--- src/rtl/calc_pkg.sv ---
// Shared types and helpers for the calculator add/subtract datapath.
package calc_pkg;

    typedef enum logic {OP_ADD, OP_SUB} calc_op_t;

    typedef enum logic [1:0] {S_IDLE, S_CALC, S_DONE} addsub_state_t;

    function automatic int ceil_div(input int num, input int den);
        return (num + den - 1) / den;
    endfunction

endpackage

--- src/rtl/addsub_seq_unit_if.sv ---
// Operand-side and result-side valid/ready bundle for the sequential add/subtract unit.
interface addsub_seq_unit_if #(
    parameter int N = 6
);

    logic         in_valid;
    logic         in_ready;
    logic         op;
    logic [N-1:0] a;
    logic [N-1:0] b;
    logic         out_valid;
    logic         out_ready;
    logic [N-1:0] result;
    logic         carry;
    logic         overflow;
    logic         zero;
    logic         negative;

    modport master (
        output in_valid, op, a, b, out_ready,
        input  in_ready, out_valid, result, carry, overflow, zero, negative
    );

    modport slave (
        input  in_valid, op, a, b, out_ready,
        output in_ready, out_valid, result, carry, overflow, zero, negative
    );

endinterface

--- src/rtl/addsub_chunk.sv ---
// Combinational CHUNK-bit ripple-carry adder slice, reused every cycle by the sequencer.
module addsub_chunk #(
    parameter int CHUNK = 2
) (
    input  logic [CHUNK-1:0] a,
    input  logic [CHUNK-1:0] b,
    input  logic             cin,
    output logic [CHUNK-1:0] sum,
    output logic             cout
);

    logic [CHUNK:0] c;

    always_comb begin
        c    = '0;
        sum  = '0;
        c[0] = cin;
        for (int i = 0; i < CHUNK; i++) begin
            sum[i]   = a[i] ^ b[i] ^ c[i];
            c[i+1]   = (a[i] & b[i]) | (c[i] & (a[i] ^ b[i]));
        end
        cout = c[CHUNK];
    end

endmodule

--- src/rtl/addsub_seq_unit.sv ---
// Multi-cycle two's-complement add/subtract engine, CHUNK bits per clock, with status flags.
// Optional signed saturation of the result is enabled by defining ADDSUB_SATURATE_EN.
module addsub_seq_unit
    import calc_pkg::*;
#(
    parameter int N     = 6,
    parameter int CHUNK = 2
) (
    input  logic            clk,
    input  logic            rst_n,
    addsub_seq_unit_if.slave bus
);

    localparam int NCHUNK = ceil_div(N, CHUNK);
    localparam int W      = NCHUNK * CHUNK;
    localparam int IDXW   = (NCHUNK > 1) ? $clog2(NCHUNK) : 1;
    localparam logic [IDXW-1:0] LAST_IDX = IDXW'(NCHUNK - 1);

    addsub_state_t   state, state_nxt;
    calc_op_t        op_r;
    logic [W-1:0]    a_r, b_r;
    logic [W:0]      acc, acc_nxt;
    logic            cy_r;
    logic [IDXW-1:0] idx;
    logic            load, step, finish;
    int              base;

    logic [CHUNK-1:0] a_chunk, b_chunk, sum_chunk;
    logic             cout_chunk;
    logic [N-1:0]     b_eff;

    logic [N-1:0] result_r, res_nxt, sum_n;
    logic         carry_r, overflow_r, zero_r, negative_r;
    logic         raw_c, carry_nxt, ovf_nxt;

    addsub_chunk #(.CHUNK(CHUNK)) u_chunk (
        .a    (a_chunk),
        .b    (b_chunk),
        .cin  (cy_r),
        .sum  (sum_chunk),
        .cout (cout_chunk)
    );

    always_ff @(posedge clk or negedge rst_n) begin
        if (!rst_n) state <= S_IDLE;
        else        state <= state_nxt;
    end

    always_comb begin
        state_nxt = state;
        load      = 1'b0;
        step      = 1'b0;
        finish    = 1'b0;
        case (state)
            S_IDLE: begin
                if (bus.in_valid) begin
                    load      = 1'b1;
                    state_nxt = S_CALC;
                end
            end
            S_CALC: begin
                step = 1'b1;
                if (idx == LAST_IDX) begin
                    finish    = 1'b1;
                    state_nxt = S_DONE;
                end
            end
            S_DONE: begin
                if (bus.out_ready) state_nxt = S_IDLE;
            end
            default: state_nxt = S_IDLE;
        endcase
    end

    // acc[W] captures the final chunk carry; with zero padding above N, acc[N] is always the true carry
    always_comb begin
        base    = int'(idx) * CHUNK;
        a_chunk = a_r[base +: CHUNK];
        b_chunk = b_r[base +: CHUNK];
        acc_nxt = acc;
        acc_nxt[base +: CHUNK] = sum_chunk;
        if (idx == LAST_IDX) acc_nxt[W] = cout_chunk;
        b_eff = bus.op ? ~bus.b : bus.b;
    end

    always_comb begin
        sum_n     = acc_nxt[N-1:0];
        raw_c     = acc_nxt[N];
        carry_nxt = (op_r == OP_SUB) ? ~raw_c : raw_c;
        ovf_nxt   = (a_r[N-1] == b_r[N-1]) && (acc_nxt[N-1] != a_r[N-1]);
`ifdef ADDSUB_SATURATE_EN
        if (ovf_nxt) res_nxt = a_r[N-1] ? {1'b1, {(N-1){1'b0}}} : {1'b0, {(N-1){1'b1}}};
        else         res_nxt = sum_n;
`else
        res_nxt = sum_n;
`endif
    end

    always_ff @(posedge clk or negedge rst_n) begin
        if (!rst_n) begin
            a_r        <= '0;
            b_r        <= '0;
            acc        <= '0;
            cy_r       <= 1'b0;
            op_r       <= OP_ADD;
            idx        <= '0;
            result_r   <= '0;
            carry_r    <= 1'b0;
            overflow_r <= 1'b0;
            zero_r     <= 1'b0;
            negative_r <= 1'b0;
        end else begin
            if (load) begin
                a_r  <= W'(bus.a);
                b_r  <= W'(b_eff);
                acc  <= '0;
                cy_r <= bus.op;
                op_r <= calc_op_t'(bus.op);
                idx  <= '0;
            end else if (step) begin
                acc  <= acc_nxt;
                cy_r <= cout_chunk;
                if (!finish) idx <= idx + IDXW'(1);
            end
            if (finish) begin
                result_r   <= res_nxt;
                carry_r    <= carry_nxt;
                overflow_r <= ovf_nxt;
                zero_r     <= ~|res_nxt;
                negative_r <= res_nxt[N-1];
            end
        end
    end

    assign bus.in_ready  = (state == S_IDLE);
    assign bus.out_valid = (state == S_DONE);
    assign bus.result    = result_r;
    assign bus.carry     = carry_r;
    assign bus.overflow  = overflow_r;
    assign bus.zero      = zero_r;
    assign bus.negative  = negative_r;

endmodule

--- src/flat_wrapper.sv ---
// flat-port wrapper written by rule: the top's interface ports become plain ports
module addsub_seq_unit_flat import calc_pkg::*;
#(
    parameter int N     = 6,
    parameter int CHUNK = 2
)
  (clk, rst_n, bus_in_valid, bus_op, bus_a, bus_b, bus_out_ready, bus_in_ready, bus_out_valid, bus_result, bus_carry, bus_overflow, bus_zero, bus_negative);
  addsub_seq_unit_if #(.N(N)) bus_i ();
  input  logic clk;
  input  logic rst_n;
  input wire logic [$bits(bus_i.in_valid)-1:0] bus_in_valid;
  input wire logic [$bits(bus_i.op)-1:0] bus_op;
  input wire logic [$bits(bus_i.a)-1:0] bus_a;
  input wire logic [$bits(bus_i.b)-1:0] bus_b;
  input wire logic [$bits(bus_i.out_ready)-1:0] bus_out_ready;
  output wire logic [$bits(bus_i.in_ready)-1:0] bus_in_ready;
  output wire logic [$bits(bus_i.out_valid)-1:0] bus_out_valid;
  output wire logic [$bits(bus_i.result)-1:0] bus_result;
  output wire logic [$bits(bus_i.carry)-1:0] bus_carry;
  output wire logic [$bits(bus_i.overflow)-1:0] bus_overflow;
  output wire logic [$bits(bus_i.zero)-1:0] bus_zero;
  output wire logic [$bits(bus_i.negative)-1:0] bus_negative;
  assign bus_i.in_valid = bus_in_valid;
  assign bus_i.op = bus_op;
  assign bus_i.a = bus_a;
  assign bus_i.b = bus_b;
  assign bus_i.out_ready = bus_out_ready;
  assign bus_in_ready = bus_i.in_ready;
  assign bus_out_valid = bus_i.out_valid;
  assign bus_result = bus_i.result;
  assign bus_carry = bus_i.carry;
  assign bus_overflow = bus_i.overflow;
  assign bus_zero = bus_i.zero;
  assign bus_negative = bus_i.negative;
  addsub_seq_unit #(.N(N), .CHUNK(CHUNK)) u_core (.clk(clk), .rst_n(rst_n), .bus(bus_i));
endmodule
--- config.mk ---
export PLATFORM = sky130hd
export DESIGN_NAME = addsub_seq_unit_flat
export DESIGN_NICKNAME = d
export VERILOG_FILES = /design/src/rtl/calc_pkg.sv /design/src/rtl/addsub_seq_unit_if.sv /design/src/rtl/addsub_chunk.sv /design/src/rtl/addsub_seq_unit.sv /design/src/flat_wrapper.sv
export SDC_FILE = /design/constraint.sdc
export NUM_CORES = 1
export LEC_CHECK = 0
export CAP_MARGIN = 10
export CORE_MARGIN = 4
export CORE_UTILIZATION = 38
export DETAILED_ROUTE_END_ITERATION = 8
export GPL_TIMING_DRIVEN = 0
export MAX_ROUTING_LAYER = met4
export PLACE_DENSITY = 0.7
export REMOVE_ABC_BUFFERS = 1
export SKIP_LAST_GASP = 1
export SLEW_MARGIN = 40
export SYNTH_ARGS = -nofsm -noshare
export SYNTH_HDL_FRONTEND = slang
export SYNTH_SLANG_ARGS = --single-unit
--- constraint.sdc ---
create_clock -name clk -period 7.95 [get_ports clk]
set_clock_uncertainty 0.1 [all_clocks]
set_input_delay 1.59 -clock clk [delete_from_list [all_inputs] [get_ports clk]]
set_output_delay 1.59 -clock clk [all_outputs]
set_load 0.1 [all_outputs]
==> metrics.csv <==
metric,value,unit
status,"finished, final reports clean",
DP HPWL,2.311,mm
Fin. Hold Viols,0,
top post-synthesis cells by area,"dfrtp_1, nand2_1, o21ai_0",
Via density,5.012,
clock buffer depth,2,
Worst setup EP type,flip-flop,
Iteration-0 DRC Markers,45,
Post-CTS Repair Setup Buffers,0,
DR WL met3,180,um
most frequent cell after synthesis,nand2_1,
Multi-input gate area,784.5,um^2
Reg2Reg Setup Slack,4.84,ns
sequential cell area fraction in the yosys report,49.33,%
Synth cell types,33,
Worst Path Required,8.06,ns
clock root buffer,clkbuf_8,
Gate Count Post-Synth,175,
DR pass1 iterations,4,
Chip Height,74.38,um
Clock Sinks,33,
cell row count,23,
initial antenna violation count,0,
Final Wtd Congestion,0.8229,
"Async S/R FF share, synth",100.0,%
Core ar.,4115,um^2
DIE WIDTH,74.38,um
vias in the first global route,1225,
WL final,3.223,mm
Seq cells post-synth,33,
drt drc,0,
initial core utilization,40.68,%
clock slew at reported path FFs,0.06,ns
"EDFF count, synth",0,
Fillers,418,
via count,1263,
Slew headroom,60.18,%
Nets,226,
Worst-Skew Late Latency,0.28,ns
startpoint types,flip-flop,
Post-DRT Antenna Nets,0,
worst-path maximum fanout,13,
most frequent cells after synthesis,"nand2_1, dfrtp_1, o21ai_0",
"Cell Area, Synth",1674,um^2
"area leader, netlist",dfrtp_1,
count of final setup violators,0,
fmax,322.1,MHz
Post-CTS Resized,0,
Congestion Overflow GR,0,
Ys Warns,0,
highest routing layer actually used,met4,
# Max-Cap Violations,0,
H-Tree Depth,2,
dominant synthesized flop cell,dfrtp_1,
TNS Setup,0,ns
Least-Margin Pin Slew,0.5956,ns
fin crit share,39.06,%
WL met1,1.473,mm
# port buffers,28,
number of I/O pins,29,
die area,5532,um^2
worst endpoint data arrival time,3.22,ns
area share of the largest cell type after synthesis,49.33,%
Area Growth Syn to Fin,20.70,%
WL met2,1.513,mm
min Tclk post-route,3.105,ns
CTS buffer count,5,
largest net degree at the start of global routing,28,
Antenna diodes,0,
Seq. cell area,825.8,um^2
ratio of cells with drive above 1 in the final layout,11.39,%
global-route wire length before repair,5.651,mm
Final Max Tran Viols,0,
Routed wire per std cell,12.79,um
syn avg cell area,9.566,um^2
total track usage,13.94,%
worst hold path type,reg2reg,
Critical Setup Path Class,reg2reg,
CTS tree,built,
unrepaired setup endpoints after global routing,no,
# hold bufs at CTS,0,
==> cell usage in the layout, fill, tap and decap left out, types with 6 or more instances in the layout <==
master / Yosys / final
mux2i_1: 9 / 9
nand2_1: 38 / 37
nor2_1: 10 / 10
clkdlybuf4s50_1: 0 / 15
dfrtp_1: 33 / 33
buf_2: 2 / 13
o21ai_0: 22 / 22
clkbuf_8: 0 / 6
xnor2_1: 7 / 7
nand3_1: 7 / 7
==> kinds of logic (layout without fill, tap and decap cells) <==
| logic type | Yosys count | in the layout | synth area share (%) |
|---|---|---|---|
| AOI/OAI and AO/OA | 34 | 34 | 11.06 |
| xor gates and xnor gates | 8 | 8 | 4.186 |
| adders and majority gates | 7 | 7 | 6.129 |
| buffers and inverters | 14 | 41 | 3.961 |
| DFF | 33 | 33 | 49.33 |
| muxes | 9 | 9 | 5.381 |
| and+or+nand+nor | 70 | 70 | 19.96 |
==> sequential cells by signal, indices dropped and copies added (netlist names) <==
signal and cells:
u_core.idx 2, u_core.bus.zero 1, u_core.bus.overflow 1, u_core.bus.result 6, u_core.op_r 1, u_core.cy_r 1
u_core.a_r 6, u_core.bus.carry 1, u_core.acc 6, u_core.state 2, u_core.b_r 6
==> path summary, 6_finish.rpt <==
kind,startpoint,to,depth (start not counted)
min in group asynchronous,rst_n,u_core.acc[2]$_DFFE_PN0P_,1
max,u_core.idx[0]$_DFFE_PN0P_,u_core.bus.overflow$_DFFE_PN0P_,10
min reg2reg,u_core.bus.result[2]$_DFFE_PN0P_,u_core.bus.result[2]$_DFFE_PN0P_,2
max reg2reg,u_core.idx[0]$_DFFE_PN0P_,u_core.bus.overflow$_DFFE_PN0P_,10
min,u_core.bus.result[2]$_DFFE_PN0P_,u_core.bus.result[2]$_DFFE_PN0P_,2
max in group asynchronous,rst_n,u_core.b_r[2]$_DFFE_PN0P_,2
==> critical path, cell delays in order, from the launching register on <==
cell	delay, ns
dfrtp_1	0.70
nor2_1	0.18
nand2_1	0.10
o21ai_0	0.13
fa_1	0.40
inv_1	0.07
fa_1	0.47
nor4b_2	0.27
mux2i_1	0.17
or3_1	0.33
a21oi_1	0.12
==> per-layer routing <==
layer / vias up / global-route usage [%]
li1: 639 / -
met1: 593 / 16.93
met2: 24 / 21.27
met3: 7 / 4.595
met4: 0 / 5.731
met5: - / -
==> area by class of cell <==
| cell class | instances | share of cell area, % |
|---|---|---|
| repair buffers | 29 | 12.01 |
| flip-flops and latches | 33 | 40.87 |
| inverters | 5 | 0.9288 |
| well taps | 50 | 3.096 |
| clock buffers | 7 | 4.272 |
| multi-input cells | 128 | 38.82 |
==> metrics by stage <==
| stage | hold WS (ns) | worst slack [ns] | std cells | cell area, um^2 | util [%] |
|---|---|---|---|---|---|
| final | 0.3724 | 4.845 | 252 | 2021 | 49.10 |
| after global routing | 0.4076 | 4.567 | 252 | 2021 | 49.10 |
| after CTS | 0.3803 | 4.845 | 252 | 2018 | 49.04 |
| after detailed placement | 0.3657 | 4.739 | 245 | 1932 | 46.94 |
| after global placement | 0.3595 | 4.522 | 244 | 1969 | 47.86 |
| after floorplan | 0.3450 | 4.561 | 166 | 1627 | - |
Power is not shown: default switching activity piles up to over one toggle a cycle in this logic, so the estimate is an artifact.
